==> src/rtl/reg_bi_pkg.sv <==
// ============================================================================
// Module : reg_bi_pkg
// Shared datapath constants and helpers for the CPU bus registers.
// Rev    : 1.0
// ============================================================================
`default_nettype none

package reg_bi_pkg;

  localparam int unsigned C_DATA_W = 8;
  localparam logic [C_DATA_W-1:0] C_RESET_VAL = 8'h00;

  typedef logic [C_DATA_W-1:0] data_t;

  // Source chosen by the priority mux for the current edge
  typedef enum logic [1:0] {
    SRC_NONE   = 2'd0,
    SRC_DB     = 2'd1,
    SRC_INV_DB = 2'd2,
    SRC_ADL    = 2'd3
  } src_e;

  function automatic src_e pick_src(input logic db, input logic inv_db, input logic adl);
    if (db)          return SRC_DB;
    else if (inv_db) return SRC_INV_DB;
    else if (adl)    return SRC_ADL;
    else             return SRC_NONE;
  endfunction

endpackage

`default_nettype wire

==> src/rtl/reg_bi_bus_sel3.sv <==
// ============================================================================
// Module : bus_sel3
// Three-source priority select (A > inverted A > B) with a load strobe.
// Rev    : 1.0
// ============================================================================
`default_nettype none

module bus_sel3
  import reg_bi_pkg::*;
(
  input  logic  sel_a,
  input  logic  sel_a_inv,
  input  logic  sel_b,
  input  data_t data_a,
  input  data_t data_b,
  output logic  load,
  output data_t data
);

  src_e w_src;

  always_comb begin
    w_src = pick_src(sel_a, sel_a_inv, sel_b);
    load  = (w_src != SRC_NONE);
    case (w_src)
      SRC_DB:     data = data_a;
      SRC_INV_DB: data = ~data_a;
      SRC_ADL:    data = data_b;
      default:    data = '0;
    endcase
  end

endmodule

`default_nettype wire

==> src/rtl/reg_bi.sv <==
// ============================================================================
// Module : reg_bi
// ALU B-input holding register loaded from DB, inverted DB, or ADL.
// Rev    : 1.0
// ============================================================================
`default_nettype none

module reg_bi
  import reg_bi_pkg::*;
(
  input  logic       CLK,
  input  logic       RST,
  input  logic       DB_LOAD,
  input  logic       INV_DB_LOAD,
  input  logic       ADL_LOAD,
  input  logic [7:0] ADL_DATA,
  input  logic [7:0] DB_DATA,
  output logic [7:0] TO_ALU
);

  logic  w_load;
  data_t w_next;
  data_t r_b;

  bus_sel3 u_sel (
    .sel_a     (DB_LOAD),
    .sel_a_inv (INV_DB_LOAD),
    .sel_b     (ADL_LOAD),
    .data_a    (DB_DATA),
    .data_b    (ADL_DATA),
    .load      (w_load),
    .data      (w_next)
  );

  always_ff @(posedge CLK) begin
    if (RST)
      r_b <= C_RESET_VAL;
    else if (w_load)
      r_b <= w_next;
  end

  assign TO_ALU = r_b;

endmodule

`default_nettype wire

==> config.mk <==
export PLATFORM = sky130hd
export DESIGN_NAME = reg_bi
export DESIGN_NICKNAME = d
export VERILOG_FILES = /design/src/rtl/reg_bi_pkg.sv /design/src/rtl/reg_bi_bus_sel3.sv /design/src/rtl/reg_bi.sv
export SDC_FILE = /design/constraint.sdc
export NUM_CORES = 1
export LEC_CHECK = 0
export CORE_UTILIZATION = 30
export CTS_BUF_LIST = sky130_fd_sc_hd__clkbuf_8 sky130_fd_sc_hd__clkbuf_16
export DETAILED_ROUTE_END_ITERATION = 8
export PLACE_DENSITY = 0.71
export SLEW_MARGIN = 5
export SYNTH_ARGS = -nofsm -noshare
export SYNTH_HDL_FRONTEND = slang
export SYNTH_SLANG_ARGS = --single-unit
==> constraint.sdc <==
create_clock -name CLK -period 1.2 [get_ports CLK]
set_input_delay 0.3 -clock CLK [delete_from_list [all_inputs] [get_ports CLK]]
set_output_delay 0.3 -clock CLK [all_outputs]
set_load 0.1 [all_outputs]
-- After elaboration in Yosys (flattened, before gate mapping)
Cells that the tools add are included.
- register bits: 8
- output and inout bits: 8
- equality and inequality tests: 3
- muxes and demuxes: 4
- bitwise logic cells: 1
- reductions and logical operators: 1
- operators by type and width (operator ; number):
    $pmux 8 s3 ; 1
    $not 8->8 ; 1
    $mux 2 ; 3
    $eq 2x2->1 const B ; 2
    $eq 2x1->1 const B ; 1
    $reduce_bool 2->1 ; 1

-- Longest topological paths before layout
Gate-level depths: netlist of the first run.
- word-level depth: 5
- depth in mapped cells: 5

-- Modules after synthesis
A second synthesis of the first run with hierarchy kept.
- cells, all modules: 62
- area total of the unflattened synthesis: 530.5 µm²
- by module, submodules not included (module ; instances ; cells each ; area an instance (µm²) ; sequential area each (µm²)):
    reg_bi ; 1 ; 26 ; 285.3 ; 160.2
    bus_sel3 ; 1 ; 36 ; 245.2 ; 0.0

-- Least setup slack after synthesis of the first run
No wires, ideal clock.
- path type: reg-to-reg
- start: reg TO_ALU[0] (netlist name)
- end: reg r_b[0], in the netlist TO_ALU[0]
- library setup time: 65 ps
- arrival time: 1410 ps
- data required time: 1135 ps
- slack: -274 ps
- stages on the path, launching flop included: 4
- path buffers: 0
- period minus slack after synthesis: 1474 ps
- path through: dfxtp_1 -> mux2i_1 -> o221a_2 -> nor2_1
- RTL lines (what ; RTL line ; RTL):
    end signal, assigned ; reg_bi.sv:39 ; r_b <= w_next;
    end, declared ; reg_bi.sv:23 ; data_t r_b;

-- Worst setup path after layout of the first run
- start: in ADL_LOAD
- end: reg r_b[2], in the netlist TO_ALU[2]
- cells in the longest elaborated chain, start to end: 5
- elaborated cells on any way between the ends: 8
- those cells by class: eq/ne: 3; mux: 4; reduce/logical: 1
- ends and longest elaborated chain (what ; RTL line ; RTL):
    start, declared ; reg_bi.sv:15 ; input logic ADL_LOAD,
    $mux 2 * ; reg_bi_pkg.sv:26 ; else if (adl) return SRC_ADL;
    $mux 2 * ; reg_bi_pkg.sv:25 ; else if (inv_db) return SRC_INV_DB;
    $mux 2 * ; reg_bi_pkg.sv:24 ; if (db) return SRC_DB;
    $eq 2x2->1 or $eq 2x1->1 (tied branches) ; reg_bi_bus_sel3.sv:25 ; case (w_src)
    $pmux 8 s3 ; reg_bi_bus_sel3.sv:25 ;
Every way passes the cells marked *; elsewhere a longest branch is shown, timed or not.
A chain may end at the register's enable or synchronous reset.

==> results.md, run 1 <==
- Drt pass-1 iters: 4
- Nets@finish: 99
- Clock buffer count from CTS: 3
- Hold Vio Cnt, Final: 0
- Total grt overflow: 0
- Die extent in y: 40.6 um
- First-pass GRT wire length: 1730 um
- CP required: 1300 ps
- WL final: 1150 um
- Worst stage delay on the critical path: 240 ps
- Synthesized cell area: 448 um^2
- Worst Skew: 0 ps
- Startpoint Class: input port
- Max-slew violation count: 0
- Die Wd: 40.6 um
- Crit end category: flop
- Ant diodes: 0
- Post-route DRC: 0
- Max cap viols: 0
- Largest net degree at the start of global routing: 9
- Core area: 1350 um^2
- Syn_nets: 68
- Final core occ: 65.1%
- Layout cell share with drive strength beyond 1: 40.8%
- TritonCTS clock tree: built
- Unique masters post-synth: 11
- Initial antenna violation count: 0
- Latest clock arrival within the worst-skew pair: 220 ps
- Port Buffers: 28
- Main synth FF type: dfxtp_1
- Area contributors post-synth: dfxtp_1 (36%), mux2i_1 (18%), o221a_2 (18%)
- Clk slew on worst S/H paths: 40 ps
- Commonest cells post-synth: dfxtp_1 (8), mux2i_1 (8), nand2_1 (8), nor2_1 (8), o221a_2 (7)
- CTS H-tree lvls: 1
- CP Class: input port to flop
- Maximum clock rate: 0.953 GHz
- Final setup viols: 0
- Async set or reset register ratio after synthesis: 0%
- Pwr dens: 1150 nW/um^2
- Crit Path Max Fanout: 8
- Synthesized instance count: 47
- Clock sink total: 8
- FF+latch count, synth: 8
- CTS root buf: clkbuf_8
- Boundary Pins: 29
- Register area share after synthesis: 35.8%
- Hold_buf cts: 0
- Routed Antenna Nets: 0
- GRT Util Overall: 15.8%
- Synth top area share: 35.8%
- Hold Path Class: input port to flop
- Drt via density: 5.01
- Vias in the first global route: 391
- Fin crit share: 87.5%
- CP arrival: 1150 ps
- Initial core utilization: 33.2%
- Starting DRT DRC Count: 10
- Pwr Total: 1010 uW
- Rel. slew slack: 79.4%
- Die area: 1650 um^2
- Post-synth EDFFs: 0
- Yosys warnings: 0
- Tmin final: 1050 ps
- Total vias in the final route: 456
- Cell Rows: 13
- Clock tree buffer depth: 2
- Mean routed wirelength per cell: 12.6 um
- CP Cell Sequence: dlygate4sd2_1, buf_12, mux2i_1, o221a_2, nor2_1
- Max IR drop VDD: 0.699 mV
- Number of flip-flops in the largest register: 8
- Status: completed
- Worst path slowest cell: dlygate4sd2_1
- Routability cong.: 0.701
- Worst slew pin tran: 307 ps
- Leak Pwr: 0.000383 uW
- Syn-to-layout area delta: 96.1%
- RSZ-0062 raised after global routing: false
- Synth Area per Inst: 9.53 um^2
- Largest area contributor in the netlist: dfxtp_1
-- path summary, 6_finish.rpt --
| check | from | endpoint | slack [ps] | depth (start not counted) |
|---|---|---|---|---|
| max reg2reg | TO_ALU[2] | TO_ALU[2] | 340 | 3 |
| max | ADL_LOAD | TO_ALU[2] | 150 | 5 |
| min | INV_DB_LOAD | TO_ALU[1] | 610 | 4 |
| min reg2reg | TO_ALU[5] | TO_ALU[5] | 710 | 3 |
-- metal layers --
| layer | track usage [%] | share of wire (%) | up-vias |
|---|---|---|---|
| li1 | - | - | 228 |
| met1 | 23.2 | 44 | 204 |
| met2 | 23.0 | 44 | 24 |
| met3 | 5.98 | 12 | 0 |
| met4 | 0 | 0 | 0 |
| met5 | 0 | 0 | - |
-- metrics by stage --
step | hold WS (ps) | cells | instance area [um^2] | setup TNS, ps | setup WS, ps
after global routing | 664 | 91 | 878 | 0 | 124
after CTS | 714 | 91 | 876 | 0 | 10.5
after floorplan | 523 | 47 | 458 | 0 | 45.2
after global placement | 694 | 88 | 830 | -2340 | -308
final | 614 | 91 | 878 | 0 | 150
after detailed placement | 705 | 88 | 830 | -2500 | -340
-- cell usage in the layout (no fill, tap or decap) --
cell,n
buf_12,9
buf_4,2
clkbuf_8,3
clkdlybuf4s50_1,17
or2_4,1
nand2_1,8
mux2i_1,8
dfxtp_2,8
nor2_1,8
dlymetal6s2s_1,1
dlygate4sd2_1,2
o221a_2,7
o221a_1,1
nand2b_4,1
-- kinds of logic (layout without fill, tap and decap cells) --
group,count (synthesis),in the layout,share of synthesized area (%)
and+or+nand+nor,18,18,16.8
AOI/OAI and AO/OA,8,8,20.1
muxes,8,8,17.9
DFF,8,8,35.8
buffers and inverters,5,34,9.49
-- area by class of cell --
| class | count | area, um^2 |
|---|---|---|
| flip-flops and latches | 8 | 170 |
| multi-input cells | 34 | 253 |
| repair buffers | 31 | 395 |
| fillers | 112 | 472 |
| well taps | 15 | 18.8 |
| clock buffers | 3 | 41.3 |
-- timing repair --
action	CTS	global route
endpoints found under the setup margin	8	8
resized for setup	4	1
pin swaps	2	0
setup buffers	0	0
-- critical path: cells and delay by family --
kind | cells | cell delay (ps)
muxes | 1 | 220
and+or+nand+nor | 1 | 30
buffers and inverters | 2 | 380
AOI/OAI and AO/OA | 1 | 210
-- power by group --
group	internal (uW)	switching (uW)	total (uW)
Sequential	290	18.6	309
Clock	217	101	318
Combinational	182	202	384
Total	689	321	1010
(Power assumes the default switching activity.)
==> run 2: changes to the inputs <==
--- a/config.mk
+++ b/config.mk
@@ -5,10 +5,12 @@
 export SDC_FILE = /design/constraint.sdc
 export NUM_CORES = 1
 export LEC_CHECK = 0
-export CORE_UTILIZATION = 30
+export CELL_PAD_IN_SITES_DETAIL_PLACEMENT = 0
+export CELL_PAD_IN_SITES_GLOBAL_PLACEMENT = 1
+export CORE_UTILIZATION = 21
 export CTS_BUF_LIST = sky130_fd_sc_hd__clkbuf_8 sky130_fd_sc_hd__clkbuf_16
 export DETAILED_ROUTE_END_ITERATION = 8
-export PLACE_DENSITY = 0.71
+export PLACE_DENSITY = 0.68
 export SLEW_MARGIN = 5
 export SYNTH_ARGS = -nofsm -noshare
 export SYNTH_HDL_FRONTEND = slang
==> run 2 against run 1 <==
Against the previous run:
- cell count is 14% higher
- register-to-register slack better by 30 ps
- combinational power hardly changed
- non-clock buffer count is 1 higher
- fmax is 0.46% higher
- via count stayed put
- critical path type is now flop to output pin
- largest cell class unchanged
==> results.md, run 2 (synthesis results as in run 1) <==
- Status: completed (unchanged)
- Worst Skew: 0 ps (unchanged)
- Crit end category: output pin (was flop)
- Max cap viols: 0 (unchanged)
- Syn-to-layout area delta: 101% (was 96.1%)
- Port Buffers: 28 (unchanged)
- TritonCTS clock tree: built (unchanged)
- Fin crit share: 87.1% (was 87.5%)
- Hold Path Class: input port to flop (unchanged)
- Hold Vio Cnt, Final: 0 (unchanged)
- Most frequent cells in the layout: clkdlybuf4s50_1 (17), dfxtp_2 (8), mux2i_1 (8), nand2_1 (8), buf_12 (8) (was clkdlybuf4s50_1 (17), buf_12 (9))
- Crit Path Max Fanout: 2 (was 8)
- Post-DP Area: 840 um^2 (was 830 um^2)
- Maximum clock rate: 0.957 GHz (was 0.953 GHz)
- Fin cells: 104 (was 91)
- Initial core utilization: 22.6% (was 33.2%)
- Tmin final: 1040 ps (was 1050 ps)
- Ant diodes: 0 (unchanged)
- Max-slew violation count: 0 (unchanged)
- Die area: 2320 um^2 (was 1650 um^2)
- RR Startpoint: TO_ALU[0] (was TO_ALU[2])
- CTS H-tree lvls: 1 (unchanged)
- Leak Pwr: 0.000386 uW (was 0.000383 uW)
- Routability cong.: 0.617 (was 0.701)
- Clock sink total: 8 (unchanged)
- Boundary Pins: 29 (unchanged)
- Initial antenna violation count: 0 (unchanged)
- Placed cell count: 101 (was 88)
- RSZ-0062 raised after global routing: false (unchanged)
- Hold depth: 4 (unchanged)
- Crit-path leading delay family: flip-flops (was buffers and inverters)
- CP Class: flop to output pin (was input port to flop)
- Startpoint Class: flop (was input port)
- Drt via density: 4.38 (was 5.01)
- Reg-to-reg endpoint: TO_ALU[0] (was TO_ALU[2])
- FF/Latch Area: 170 um^2 (unchanged)
- Min Hold Slack: 610 ps (was 614 ps)
- Hold_sp: INV_DB_LOAD (unchanged)
- Clock buffer count from CTS: 3 (unchanged)
- First-pass GRT wire length: 1970 um (was 1730 um)
- WHS Endpoint: TO_ALU[6] (was TO_ALU[1])
- CP Cell Sequence: buf_12 (was dlygate4sd2_1, buf_12, mux2i_1, o221a_2, nor2_1)
- Routed Antenna Nets: 0 (unchanged)
- Starting DRT DRC Count: 6 (was 10)
- Area of the multi-input gates: 255 um^2 (was 253 um^2)
- Total vias in the final route: 456 (unchanged)
- Clock tree buffer depth: 2 (unchanged)
- Vias in the first global route: 474 (was 391)
- Cell Rows: 16 (was 13)
- Final core occ: 45.3% (was 65.1%)
- Largest net degree at the start of global routing: 9 (unchanged)
- GRT Util Overall: 12.3% (was 15.8%)
- Final Instance Area: 898 um^2 (was 878 um^2)
- Worst path slowest cell: dfxtp_2 (was dlygate4sd2_1)
- Worst reg-to-reg path cell count: 3 (unchanged)
- FILL cells: 192 (was 112)
- Latest clock arrival within the worst-skew pair: 220 ps (about the same)
- WL final: 1190 um (was 1150 um)
- Worst slew pin tran: 342 ps (was 307 ps)
- Total grt overflow: 0 (unchanged)
- Max IR drop VDD: 0.560 mV (was 0.699 mV)
- Post-route DRC: 0 (unchanged)
- Worst reg2reg setup slack: 370 ps (was 340 ps)
- CTS root buf: clkbuf_8 (unchanged)
- Nets@finish: 100 (was 99)
- Die Wd: 48.2 um (was 40.6 um)
- Final setup viols: 0 (unchanged)
- CP Buf/Inv Count: 1 (was 2)
- Number of flip-flops in the largest register: 8 (unchanged)
- Clk slew on worst S/H paths: 40 ps (about the same)
- CP required: 900 ps (was 1300 ps)
- CP arrival: 740 ps (was 1150 ps)
- Layout cell share with drive strength beyond 1: 42.9% (was 40.8%)
- Detail Placement HPWL: 891 um
- Worst stage delay on the critical path: 350 ps (was 240 ps)
- Rel. slew slack: 77.2% (was 79.4%)
- Die extent in y: 48.2 um (was 40.6 um)
- Core area: 1980 um^2 (was 1350 um^2)
- Pwr dens: 1120 nW/um^2 (was 1150 nW/um^2)
- Drt pass-1 iters: 4 (unchanged)
- Mean routed wirelength per cell: 11.5 um (was 12.6 um)
- Commonest non-fill, non-tap cell in the layout: clkdlybuf4s50_1 (unchanged)
## run 2: report_power, final
group,internal (uW),leakage (uW),switching (uW),total (uW)
logic,182,0.000295,202,384
registers,290,0.0000689,19.4,310
clock network,217,0.0000216,98.4,315
total,689,0.000386,320,1010
## run 2: timing repair
action,CTS,global route
hold buffers,0,0
setup buffers,0,0
setup endpoints to repair,8,8
pin swaps,2,0
gates resized for setup,6,2
## run 2: final cells by class
type	instances	share of cell area (%)
multi-input cells	34	28.4
well taps	27	3.76
repair buffers	32	44.3
flip-flops and latches	8	18.9
clock buffers	3	4.60
## run 2: how the worst max path moves through the flow
stage | slack, ps | end | startpoint | depth (start not counted)
after detailed placement | -320 | TO_ALU[5] | DB_LOAD | 4
after global placement | -320 | TO_ALU[5] | DB_LOAD | 4
final | 160 | TO_ALU[7] | TO_ALU[7] | 1
after CTS | 20 | TO_ALU[7] | INV_DB_LOAD | 5
after floorplan | 50 | TO_ALU[0] | TO_ALU[0] | 3
after global routing | 120 | TO_ALU[0] | ADL_LOAD | 5
## run 2: stage by stage
stage | TNS (ps) | power (uW) | setup WS, ps
after floorplan | 0 | 528 | 45.2
after global placement | -2360 | 694 | -325
after detailed placement | -2370 | 694 | -323
after CTS | 0 | 1030 | 15.7
after global routing | 0 | 1070 | 119
final | 0 | 1010 | 155
## run 2: per-layer routing
layer	share of wire [%]	track usage, %	vias up
li1	-	-	229
met4	0	5.00	0
met1	48	16.3	208
met5	0	0	-
met2	44	18.7	19
met3	8.3	3.70	0
==> run 3: changes to the inputs <==
--- a/config.mk
+++ b/config.mk
@@ -10,7 +10,7 @@
 export CORE_UTILIZATION = 21
 export CTS_BUF_LIST = sky130_fd_sc_hd__clkbuf_8 sky130_fd_sc_hd__clkbuf_16
 export DETAILED_ROUTE_END_ITERATION = 8
-export PLACE_DENSITY = 0.68
+export PLACE_DENSITY_LB_ADDON = 0.05
 export SLEW_MARGIN = 5
 export SYNTH_ARGS = -nofsm -noshare
 export SYNTH_HDL_FRONTEND = slang
==> run 3 against run 2 <==
Against the previous run:
- register-to-register slack is essentially flat
- worst hold slack gained 5.0 ps
- die area is the same
- sequential power is essentially flat
- via count shrank 2.0%
- critical path depth is the same
- worst setup slack lost 14 ps
- power grew 0.32%
- critical path type unchanged
- critical endpoint is now TO_ALU[0]
- highest routed layer unchanged
==> results.md, run 3 (synthesis results as in run 1) <==
- Syn-to-layout area delta: 99.4% (was 101%)
- Worst Skew: 0 ps (unchanged)
- Final Instance Area: 893 um^2 (was 898 um^2)
- Maximum clock rate: 0.945 GHz (was 0.957 GHz)
- Clock tree buffer depth: 2 (unchanged)
- Port Buffers: 28 (unchanged)
- Number of flip-flops in the largest register: 8 (unchanged)
- CP Cell Sequence: buf_12 (unchanged)
- Leak Pwr: 0.000383 uW (was 0.000386 uW)
- FILL cells: 181 (was 192)
- Startpoint Class: flop (unchanged)
- Hold Vio Cnt, Final: 0 (unchanged)
- Fin crit share: 88.2% (was 87.1%)
- Crit Path Max Fanout: 2 (unchanged)
- WL final: 1220 um (was 1190 um)
- Pwr dens: 1130 nW/um^2 (was 1120 nW/um^2)
- Pre-CTS WS: -350 ps (was -323 ps)
- Hold_buf cts: 0 (unchanged)
- Mean routed wirelength per cell: 11.9 um (was 11.5 um)
- Tmin final: 1060 ps (was 1040 ps)
- CTS root buf: clkbuf_8 (unchanged)
- Clock sink total: 8 (unchanged)
- Max-slew violation count: 0 (unchanged)
- Starting DRT DRC Count: 5 (was 6)
- Total Neg Setup Slack: 0 ps (unchanged)
- Net switching fraction of the power: 31.9% (was 31.7%)
- Detail Placement HPWL: 906 um (was 891 um)
- Pwr Total: 1010 uW (about the same)
- Clock buffer count from CTS: 3 (unchanged)
- Rel. slew slack: 78.9% (was 77.2%)
- Cell Rows: 16 (unchanged)
- Int Pwr: 689 uW (about the same)
- Hold Path Class: input port to flop (unchanged)
- Comb pwr share: 37.8% (was 38.1%)
- CP Class: flop to output pin (unchanged)
- Clock power share: 31.6% (was 31.2%)
- Layout cell share with drive strength beyond 1: 40.8% (was 42.9%)
- CTS H-tree lvls: 1 (unchanged)
- TritonCTS clock tree: built (unchanged)
- Final worst slack: 141 ps (was 155 ps)
- Die Wd: 48.2 um (unchanged)
- Core area: 1980 um^2 (unchanged)
- Latest clock arrival within the worst-skew pair: 220 ps (about the same)
- Total vias in the final route: 447 (was 456)
- Routed Antenna Nets: 0 (unchanged)
- P_sw: 323 uW (was 320 uW)
- Die area: 2320 um^2 (unchanged)
- Worst stage delay on the critical path: 360 ps (was 350 ps)
- RSZ-0062 raised after global routing: false (unchanged)
- Largest net degree at the start of global routing: 9 (unchanged)
- Crit-path leading delay family: flip-flops (unchanged)
- First-pass GRT wire length: 1830 um (was 1970 um)
- Max IR drop VDD: 0.465 mV (was 0.560 mV)
- Nets@finish: 99 (was 100)
- Drt via density: 4.34 (was 4.38)
- Crit end category: output pin (unchanged)
- Fin cells: 103 (was 104)
- Boundary Pins: 29 (unchanged)
- Worst slew pin tran: 316 ps (was 342 ps)
- Clk slew on worst S/H paths: 40 ps (about the same)
- Routability cong.: 0.675 (was 0.617)
- Final setup viols: 0 (unchanged)
- Post-route DRC: 0 (unchanged)
- Initial core utilization: 22.6% (unchanged)
- Die extent in y: 48.2 um (unchanged)
- Post-DP Area: 845 um^2 (was 840 um^2)
- Worst path slowest cell: dfxtp_2 (unchanged)
- Most frequent cells in the layout: clkdlybuf4s50_1 (17), buf_12 (9) (was clkdlybuf4s50_1 (17), dfxtp_2 (8), mux2i_1 (8), nand2_1 (8), buf_12 (8))
- Placed cell count: 100 (was 101)
- Ant diodes: 0 (unchanged)
- Total grt overflow: 0 (unchanged)
- CP Buf/Inv Count: 1 (unchanged)
- GRT Util Overall: 11.6% (was 12.3%)
- Flop pwr share: 30.7% (about the same)
- Status: completed (unchanged)
- CP required: 900 ps (about the same)
- Vias in the first global route: 396 (was 474)
- CP arrival: 760 ps (was 740 ps)
- Max cap viols: 0 (unchanged)
- Commonest non-fill, non-tap cell in the layout: clkdlybuf4s50_1 (unchanged)
- Drt pass-1 iters: 3 (was 4)
- Post-CTS Setup Repair Bufs: 0 (unchanged)
- Initial antenna violation count: 0 (unchanged)
run 3: changes by cell type in the layout (fill, tap and decap cells not counted), sizes merged:
cell,previous run,this run
buf,12,11
run 3: worst paths after layout:
check	start	to	slack, ps	cells after the start
worst max-delay path	TO_ALU[0]	TO_ALU[0]	140	1
worst min-delay path	INV_DB_LOAD	TO_ALU[6]	610	4
worst max register to register	TO_ALU[0]	TO_ALU[0]	370	3
worst min register to register	TO_ALU[1]	TO_ALU[1]	710	3
run 3: repair_timing:
item | in CTS | in global routing
resized for setup | 4 | 1
endpoints found under the setup margin | 8 | 8
pin swaps | 2 | 1
run 3: area by class of cell:
cell class / count / area [um^2] / area share, %
timing repair buffer: 31 / 395 / 44.3
multi-input combinational: 34 / 253 / 28.3
tap: 27 / 33.8 / 3.78
sequential: 8 / 170 / 19.0
clock buffer: 3 / 41.3 / 4.62
run 3: power groups by stage:
stage | combinational [uW] | sequential [uW] | clock, uW
after detailed placement | 383 | 314 | 0
final | 383 | 310 | 319
after global placement | 384 | 316 | 0
after CTS | 386 | 311 | 331
after global routing | 402 | 312 | 344
after floorplan | 88.6 | 439 | 0
run 3: per-layer routing:
layer / global-route usage (%) / wire length, um / part of all wire (%)
met5: 0 / 0 / 0
met2: 16.5 / 555 / 45
met3: 3.70 / 75 / 6.1
met4: 3.33 / 0 / 0
met1: 16.4 / 591 / 48
run 3: metrics by stage:
stage	util (%)	hold WS, ps
3_3_place_gp	42.6	698
5_1_grt	45.1	646
2_1_floorplan	-	523
6_report	45.1	615
4_1_cts	44.9	716
3_5_place_dp	42.6	708
